File: src/rtl/operand_fwd_unit_if.sv
// Operand request / forwarding / response bundle for operand_fwd_unit.
// master = requester + producer stages + consumer side, slave = the unit.
interface operand_fwd_unit_if #(
   parameter int DATA_W    = 16,
   parameter int REG_AW    = 4,
   parameter int FWD_DEPTH = 2,
   parameter int CNT_W     = 16
);
   localparam int SW = $clog2(FWD_DEPTH + 1);

   logic                          in_valid;
   logic                          in_ready;
   logic                          alu_src;
   logic [REG_AW-1:0]             src_rs;
   logic [DATA_W-1:0]             reg_data;
   logic [DATA_W-1:0]             imm_data;
   logic [FWD_DEPTH-1:0]          fwd_wen;
   logic [FWD_DEPTH-1:0]          fwd_rdy;
   logic [FWD_DEPTH-1:0]          fwd_hi;
   logic [FWD_DEPTH*REG_AW-1:0]   fwd_rd;
   logic [FWD_DEPTH*2*DATA_W-1:0] fwd_data;
   logic                          out_valid;
   logic                          out_ready;
   logic [DATA_W-1:0]             out_operand;
   logic [SW-1:0]                 out_fwd_src;
   logic                          stall;
   logic [CNT_W-1:0]              stall_cnt;
   logic                          err;
   logic                          err_clr;

   modport master (
      output in_valid, alu_src, src_rs, reg_data, imm_data,
             fwd_wen, fwd_rdy, fwd_hi, fwd_rd, fwd_data, out_ready, err_clr,
      input  in_ready, out_valid, out_operand, out_fwd_src, stall, stall_cnt, err
   );

   modport slave (
      input  in_valid, alu_src, src_rs, reg_data, imm_data,
             fwd_wen, fwd_rdy, fwd_hi, fwd_rd, fwd_data, out_ready, err_clr,
      output in_ready, out_valid, out_operand, out_fwd_src, stall, stall_cnt, err
   );
endinterface

File: src/rtl/operand_fwd_unit.sv
// ALU operand-B select with youngest-producer forwarding, hazard stall,
// stall watchdog and saturating stall counter. Registered output, 1-cycle latency.
module operand_fwd_unit #(
   parameter int DATA_W    = 16,
   parameter int REG_AW    = 4,
   parameter int FWD_DEPTH = 2,
   parameter int STALL_MAX = 15,
   parameter int CNT_W     = 16
) (
   input  logic               clk,
   input  logic               rst_n,
   operand_fwd_unit_if.slave  bus
);
   localparam int SW   = $clog2(FWD_DEPTH + 1);
   localparam int WD_W = $clog2(STALL_MAX + 1);

   typedef enum logic [1:0] {S_RUN, S_STALL, S_TIMEOUT} state_t;

   state_t              r_state, w_next;
   logic [WD_W-1:0]     r_wd;
   logic [CNT_W-1:0]    r_cnt;
   logic                r_valid;
   logic [DATA_W-1:0]   r_operand;
   logic [SW-1:0]       r_fwd_src;

   logic [FWD_DEPTH-1:0] w_match;
   logic                 w_hit;
   logic                 w_win_rdy;
   logic [SW-1:0]        w_win_src;
   logic [DATA_W-1:0]    w_fwd_val;
   logic [DATA_W-1:0]    w_operand;
   logic [SW-1:0]        w_fwd_src;
   logic                 w_hazard;
   logic                 w_stall;
   logic                 w_in_ready;
   logic                 w_capture;

   // Per-stage tag match; tag 0 and immediate selects never forward.
   for (genvar k = 0; k < FWD_DEPTH; k++) begin : g_match
      assign w_match[k] = bus.fwd_wen[k] && !bus.alu_src && (bus.src_rs != '0) &&
                          (bus.fwd_rd[k*REG_AW +: REG_AW] == bus.src_rs);
   end

   // Youngest (lowest index) matching stage wins; iterate oldest-first so it overrides.
   always_comb begin
      w_hit     = 1'b0;
      w_win_rdy = 1'b0;
      w_win_src = '0;
      w_fwd_val = '0;
      for (int k = FWD_DEPTH - 1; k >= 0; k--) begin
         if (w_match[k]) begin
            w_hit     = 1'b1;
            w_win_rdy = bus.fwd_rdy[k];
            w_win_src = SW'(k + 1);
            w_fwd_val = bus.fwd_hi[k] ? bus.fwd_data[(2*k+1)*DATA_W +: DATA_W]
                                      : bus.fwd_data[(2*k)*DATA_W +: DATA_W];
         end
      end
   end

   // Operand mux; a not-ready winner stalls rather than falling back to an older stage.
   assign w_operand  = bus.alu_src ? bus.imm_data : (w_hit ? w_fwd_val : bus.reg_data);
   assign w_fwd_src  = w_hit ? w_win_src : '0;
   assign w_hazard   = bus.in_valid && w_hit && !w_win_rdy;
   assign w_stall    = w_hazard && (r_state != S_TIMEOUT);
   assign w_in_ready = (r_state != S_TIMEOUT) && !w_hazard && (!r_valid || bus.out_ready);
   assign w_capture  = bus.in_valid && w_in_ready;

   // Next-state: watchdog trips after STALL_MAX consecutive hazard cycles.
   always_comb begin
      w_next = r_state;
      case (r_state)
         S_RUN:     if (w_hazard) w_next = S_STALL;
         S_STALL: begin
            if (!w_hazard)                          w_next = S_RUN;
            else if (r_wd == WD_W'(STALL_MAX - 1))  w_next = S_TIMEOUT;
         end
         S_TIMEOUT: if (bus.err_clr) w_next = S_RUN;
         default:   w_next = S_RUN;
      endcase
   end

   // State register and watchdog; r_wd counts hazard cycles of the current stall.
   always_ff @(posedge clk or negedge rst_n) begin
      if (!rst_n) begin
         r_state <= S_RUN;
         r_wd    <= '0;
      end else begin
         r_state <= w_next;
         if (w_next == S_STALL) r_wd <= (r_state == S_STALL) ? r_wd + 1'b1 : WD_W'(1);
         else                   r_wd <= '0;
      end
   end

   // Saturating stall-cycle counter.
   always_ff @(posedge clk or negedge rst_n) begin
      if (!rst_n)                      r_cnt <= '0;
      else if (w_stall && r_cnt != '1) r_cnt <= r_cnt + 1'b1;
   end

   // Output register: load on capture, hold under backpressure, drain on accept.
   always_ff @(posedge clk or negedge rst_n) begin
      if (!rst_n) begin
         r_valid   <= 1'b0;
         r_operand <= '0;
         r_fwd_src <= '0;
      end else if (w_capture) begin
         r_valid   <= 1'b1;
         r_operand <= w_operand;
         r_fwd_src <= w_fwd_src;
      end else if (bus.out_ready) begin
         r_valid   <= 1'b0;
      end
   end

   assign bus.in_ready    = w_in_ready;
   assign bus.out_valid   = r_valid;
   assign bus.out_operand = r_operand;
   assign bus.out_fwd_src = r_fwd_src;
   assign bus.stall       = w_stall;
   assign bus.stall_cnt   = r_cnt;
   assign bus.err         = (r_state == S_TIMEOUT);
endmodule

File: src/flat_wrapper.sv
// flat-port wrapper written by rule: the top's interface ports become plain ports
module operand_fwd_unit_flat 
#(
   parameter int DATA_W    = 16,
   parameter int REG_AW    = 4,
   parameter int FWD_DEPTH = 2,
   parameter int STALL_MAX = 15,
   parameter int CNT_W     = 16
)
  (clk, rst_n, bus_in_valid, bus_alu_src, bus_src_rs, bus_reg_data, bus_imm_data, bus_fwd_wen, bus_fwd_rdy, bus_fwd_hi, bus_fwd_rd, bus_fwd_data, bus_out_ready, bus_err_clr, bus_in_ready, bus_out_valid, bus_out_operand, bus_out_fwd_src, bus_stall, bus_stall_cnt, bus_err);
  operand_fwd_unit_if #(.DATA_W(DATA_W), .REG_AW(REG_AW), .FWD_DEPTH(FWD_DEPTH), .CNT_W(CNT_W)) bus_i ();
  input  logic clk;
  input  logic rst_n;
  input wire logic [$bits(bus_i.in_valid)-1:0] bus_in_valid;
  input wire logic [$bits(bus_i.alu_src)-1:0] bus_alu_src;
  input wire logic [$bits(bus_i.src_rs)-1:0] bus_src_rs;
  input wire logic [$bits(bus_i.reg_data)-1:0] bus_reg_data;
  input wire logic [$bits(bus_i.imm_data)-1:0] bus_imm_data;
  input wire logic [$bits(bus_i.fwd_wen)-1:0] bus_fwd_wen;
  input wire logic [$bits(bus_i.fwd_rdy)-1:0] bus_fwd_rdy;
  input wire logic [$bits(bus_i.fwd_hi)-1:0] bus_fwd_hi;
  input wire logic [$bits(bus_i.fwd_rd)-1:0] bus_fwd_rd;
  input wire logic [$bits(bus_i.fwd_data)-1:0] bus_fwd_data;
  input wire logic [$bits(bus_i.out_ready)-1:0] bus_out_ready;
  input wire logic [$bits(bus_i.err_clr)-1:0] bus_err_clr;
  output wire logic [$bits(bus_i.in_ready)-1:0] bus_in_ready;
  output wire logic [$bits(bus_i.out_valid)-1:0] bus_out_valid;
  output wire logic [$bits(bus_i.out_operand)-1:0] bus_out_operand;
  output wire logic [$bits(bus_i.out_fwd_src)-1:0] bus_out_fwd_src;
  output wire logic [$bits(bus_i.stall)-1:0] bus_stall;
  output wire logic [$bits(bus_i.stall_cnt)-1:0] bus_stall_cnt;
  output wire logic [$bits(bus_i.err)-1:0] bus_err;
  assign bus_i.in_valid = bus_in_valid;
  assign bus_i.alu_src = bus_alu_src;
  assign bus_i.src_rs = bus_src_rs;
  assign bus_i.reg_data = bus_reg_data;
  assign bus_i.imm_data = bus_imm_data;
  assign bus_i.fwd_wen = bus_fwd_wen;
  assign bus_i.fwd_rdy = bus_fwd_rdy;
  assign bus_i.fwd_hi = bus_fwd_hi;
  assign bus_i.fwd_rd = bus_fwd_rd;
  assign bus_i.fwd_data = bus_fwd_data;
  assign bus_i.out_ready = bus_out_ready;
  assign bus_i.err_clr = bus_err_clr;
  assign bus_in_ready = bus_i.in_ready;
  assign bus_out_valid = bus_i.out_valid;
  assign bus_out_operand = bus_i.out_operand;
  assign bus_out_fwd_src = bus_i.out_fwd_src;
  assign bus_stall = bus_i.stall;
  assign bus_stall_cnt = bus_i.stall_cnt;
  assign bus_err = bus_i.err;
  operand_fwd_unit #(.DATA_W(DATA_W), .REG_AW(REG_AW), .FWD_DEPTH(FWD_DEPTH), .STALL_MAX(STALL_MAX), .CNT_W(CNT_W)) u_core (.clk(clk), .rst_n(rst_n), .bus(bus_i));
endmodule
File: config.mk
export PLATFORM = sky130hd
export DESIGN_NAME = operand_fwd_unit_flat
export DESIGN_NICKNAME = d
export VERILOG_FILES = /design/src/rtl/operand_fwd_unit_if.sv /design/src/rtl/operand_fwd_unit.sv /design/src/flat_wrapper.sv
export SDC_FILE = /design/constraint.sdc
export NUM_CORES = 1
export LEC_CHECK = 0
export BUFFER_PORTS_ARGS = -buffer_cell sky130_fd_sc_hd__buf_2
export CAP_MARGIN = 15
export CORE_ASPECT_RATIO = 1.25
export CORE_MARGIN = 2
export CORE_UTILIZATION = 45
export DETAILED_ROUTE_END_ITERATION = 7
export PLACE_DENSITY_LB_ADDON = 0.15
export SYNTH_ARGS = -nofsm -noshare
export SYNTH_HDL_FRONTEND = slang
export SYNTH_SLANG_ARGS = --single-unit
export TNS_END_PERCENT = 5
File: constraint.sdc
create_clock -name clk -period 2.54 [get_ports clk]
set_clock_uncertainty 0.15 [all_clocks]
set_input_delay 0.127 -clock clk [delete_from_list [all_inputs] [get_ports clk]]
set_output_delay 0.127 -clock clk [all_outputs]
set_load 0.01 [all_outputs]
==> results.md <==
- The starting DRC count in detailed routing is 109.
- In this run the vertical extent of the chip is 91.9 um.
- The library cell with the largest summed area after synthesis is dfrtp_1.
- The instance count on the critical path is 6.
- After layout, the design draws a total of 1.63 mW.
- The top-level port count is 158.
- CTS saw 41 sinks.
- The timing-limited maximum frequency is 0.465 GHz.
- The minimum clock period after layout is 2150 ps.
- The category of the worst setup path launch point is a register.
- The first global-routing pass estimated 11.8 mm of wire.
- The total inserted antenna cells is 0.
- Dividing the final minimum period by the clock period gives 84.7%.
- The maximum number of pins on one net before global-route repair is 42.
- The number of synthesized flops with an enable pin is 0.
- The HPWL after detailed placement is 5.83 mm.
- The number of pins exceeding their max-slew limit in the final report is 0.
- The data arrival time of the worst path is 2190 ps.
- A synthesized cell averages 9.15 um2.
- The synthesized instance count is 304.
- The fraction of final layout cells sized beyond drive strength 1 is 37.8%.
- The synthesized netlist net count is 427.
- The dominant delay contributor by cell family on the critical path is simple AND/OR/NAND/NOR gates.
- The async set-or-reset flop fraction in the synthesized netlist is 100%.
- Measured in cells, the most critical reg-to-reg path has a length of 6.
- On the worst path, the slowest cell contributes a delay of 450 ps.
- The placer congestion estimate is 0.839.
- The critical path is of the register to register type.
- The flop-to-flop setup slack is 390 ps.
- The chip width is 74.3 um.
- The number of clock buffers inserted by TritonCTS is 5.
- The destination of the worst register-to-register timing path is u_core.bus.stall_cnt[7].
- Setup repair after global routing left no endpoint under its margin.
- The root buffer cell chosen for the clock tree is clkbuf_8.
- The share of the Yosys chip area taken by registers is 36.9%.
- The cell area that synthesis handed to floorplanning was 0.00278 mm2.
- The initial utilization of the core area, before any placement, comes to 45.7%.
- The initial antenna violation count is 0.
- The aggregate negative setup slack is 0 ps.
- Counting both buffers and inverters, the worst setup path holds a total of 0.
- The global-route congestion overflow total is 0.
- The synthesized netlist contains 36 unique library cells.
- At the pin with the least slew margin, the transition time is 881 ps.
- Buffers added to address setup during post-CTS repair amount to 0.
- Measured against its own limit, the worst slew margin works out to 41.2%.
- The signal on the critical path passes through and4_1, and4_1, nand4_1, nor2b_1, nand4_1, xnor2_1.
- The total die area is 0.00683 mm2.
- Gates resized during post-CTS repair numbered 0.
- Dividing the detail-routed via count by the number of cells gives 5.14.
- The path class of the lowest-slack min-delay path is primary input to register.
- The analysis attributes to cell leakage a power of 1.97 nW.
- The flip-flop and latch count after synthesis is 41.
- Setup violations remaining at the end of the flow were counted as 0.
- The number of buffers on the longest clock path is 2.
- Summed over its instances, the top area cell type makes up 36.9% of the synthesized netlist area.
- The TritonCTS clock tree is done.
- The count of input and output buffers is 157.
- In the routed design, unresolved DRC markers number 0.
- In this run the standard cell core region covers 0.00609 mm2.
- The warning count from the yosys run is 0.
- The number of max-cap violations is 0.
- The final count of hold timing violations is 0.
- The area added between synthesis and finish is 39.6%.
- The worst setup path is captured at a register.
- Clock-pin slew was measured on the worst setup and hold paths at 80 ps.
- The via count of the first global-routing pass is 2711.
- The number of rows in the core area is 32.
- The via count of the routed design is 2834.
- In this run the number of H-tree levels came out at 2.
- Tracing the worst setup path back leads to its startpoint at u_core.bus.stall_cnt[2].
- The overall routing resource usage is 22.0%.
- The run finished with clean final reports.
- At the later pin of the worst-skew pair, clock insertion delay measures 290 ps.
- The prevailing post-synth register cell is dfrtp_1.
- The final routed wirelength across all metal layers is 7.28 mm.
- The final antenna-violating net count is 0.
- The endpoint of the most critical setup path is u_core.bus.stall_cnt[7].
- For this design, the slowest cell found on the critical path is dfrtp_1.
- In this run the critical register-to-register path is launched from u_core.bus.stall_cnt[2].
- The worst-case IR drop observed on VDD is 0.204 mV.
- At the end of the flow the core is filled with cells to 63.8%.
- Data on the critical path is required at its endpoint by 2570 ps.
- The first detailed-routing pass ran for 4 iterations.
- The power density over the cells is 420 mW/mm2.
- The average detailed-routed wire length per instance is 13.2 um.
- At the end of the flow, the number of nets in the layout was 588.
- The peak fanout along the critical path is 7.
- Sorting the synthesized cells by area gives the leading types as dfrtp_1 37%, mux2i_1 12%, xnor2_1 5.0%.
==> cell families after synthesis <==
family / after synthesis / share of synthesized area (%)
simple gates: 103 / 20.7
compound gates: 74 / 17.8
xor+xnor: 24 / 7.56
buf+inv: 26 / 3.74
mux: 33 / 11.9
flops: 41 / 36.9
fa+ha+maj: 3 / 1.35
==> metrics by stage <==
stage	area, um2	hold slack, ps	setup WS, ps	cells
after CTS	3880	2.80	369	551
after detailed placement	3640	151	219	528
after global placement	3640	150	290	528
after floorplan	2780	-319	589	304
final	3880	2.38	387	551
after global routing	3880	21.0	207	551
==> registers in the layout, summed over array words and instances, names as in the netlist <==
register                cells
u_core.bus.out_operand     16
u_core.bus.stall_cnt       16
u_core.r_wd                 4
u_core.bus.out_fwd_src      2
u_core.r_state              2
u_core.bus.out_valid        1
==> synthesized netlist by cell type, types with 2 or more instances <==
library cell and instances:
nor3_1 3, xnor2_1 16, nand2b_1 2, xor2_1 8
nand3_1 7, and4_1 3, buf_2 5, nor2b_1 17
o31ai_1 17, nor2_1 18, nand4_1 9, clkbuf_1 18
ha_1 3, a211oi_1 16, nand3b_1 3, mux2i_1 32
and2_1 2, dfrtp_1 41, and3_1 8, nand4b_1 2
a21oi_1 19, inv_1 3, nand2_1 24, a31oi_1 16
==> cell type report <==
cell class                 count  area, um2
timing repair buffer         177        986
clock inverter                 2       13.8
fill                         560       2200
tap                           85        106
clock buffer                   6       82.6
multi-input combinational    237       1660
sequential                    41       1030
inverter                       3       11.3
==> power breakdown <==
group / internal (mW) / total (mW) / switching [mW]
sequential: 0.710 / 0.750 / 0.0406
clock: 0.220 / 0.436 / 0.216
combinational: 0.221 / 0.445 / 0.224
==> placed cells by master (no fill, tap or decap), types with 8 or more instances in the layout <==
cell type / instances
nor2b_1: 17
a211oi_1: 16
dfrtp_1: 41
a21oi_1: 19
o31ai_1: 17
buf_2: 157
mux2i_1: 32
nand4_1: 9
xnor2_1: 16
dlygate4sd3_1: 15
nor2_1: 18
xor2_1: 8
a31oi_1: 16
nand2_1: 24
and3_1: 8
==> worst min path at each step <==
stage / from / to / slack [ps] / depth (start not counted)
after global routing: bus_imm_data[15] / u_core.bus.out_operand[15] / 20 / 3
after CTS: bus_imm_data[2] / u_core.bus.out_operand[2] / 3 / 3
after global placement: rst_n / u_core.r_wd[3] / 150 / 1
after floorplan: rst_n / u_core.bus.out_fwd_src[0] / -320 / 0
final: bus_imm_data[2] / u_core.bus.out_operand[2] / 2 / 3
after detailed placement: rst_n / u_core.r_wd[3] / 150 / 1
==> metal layers <==
layer	vias to the layer above	global-route usage, %	share of wire (%)
met5	-	0	0
met4	0	7.74	2.5
met3	16	3.63	5.0
met2	109	38.2	50
met1	1268	27.0	43
li1	1441	-	-
==> worst min-delay path, cell delays in order <==
cell,delay [ps]
buf_2,100
nor2b_1,100
o31ai_1,70
==> what timing repair did <==
item                       in CTS  in global routing
setup endpoints to repair       0                  0
hold endpoints to repair       55                  0
hold buffers                   15                  0
Power figures use the tool's default switching activity.
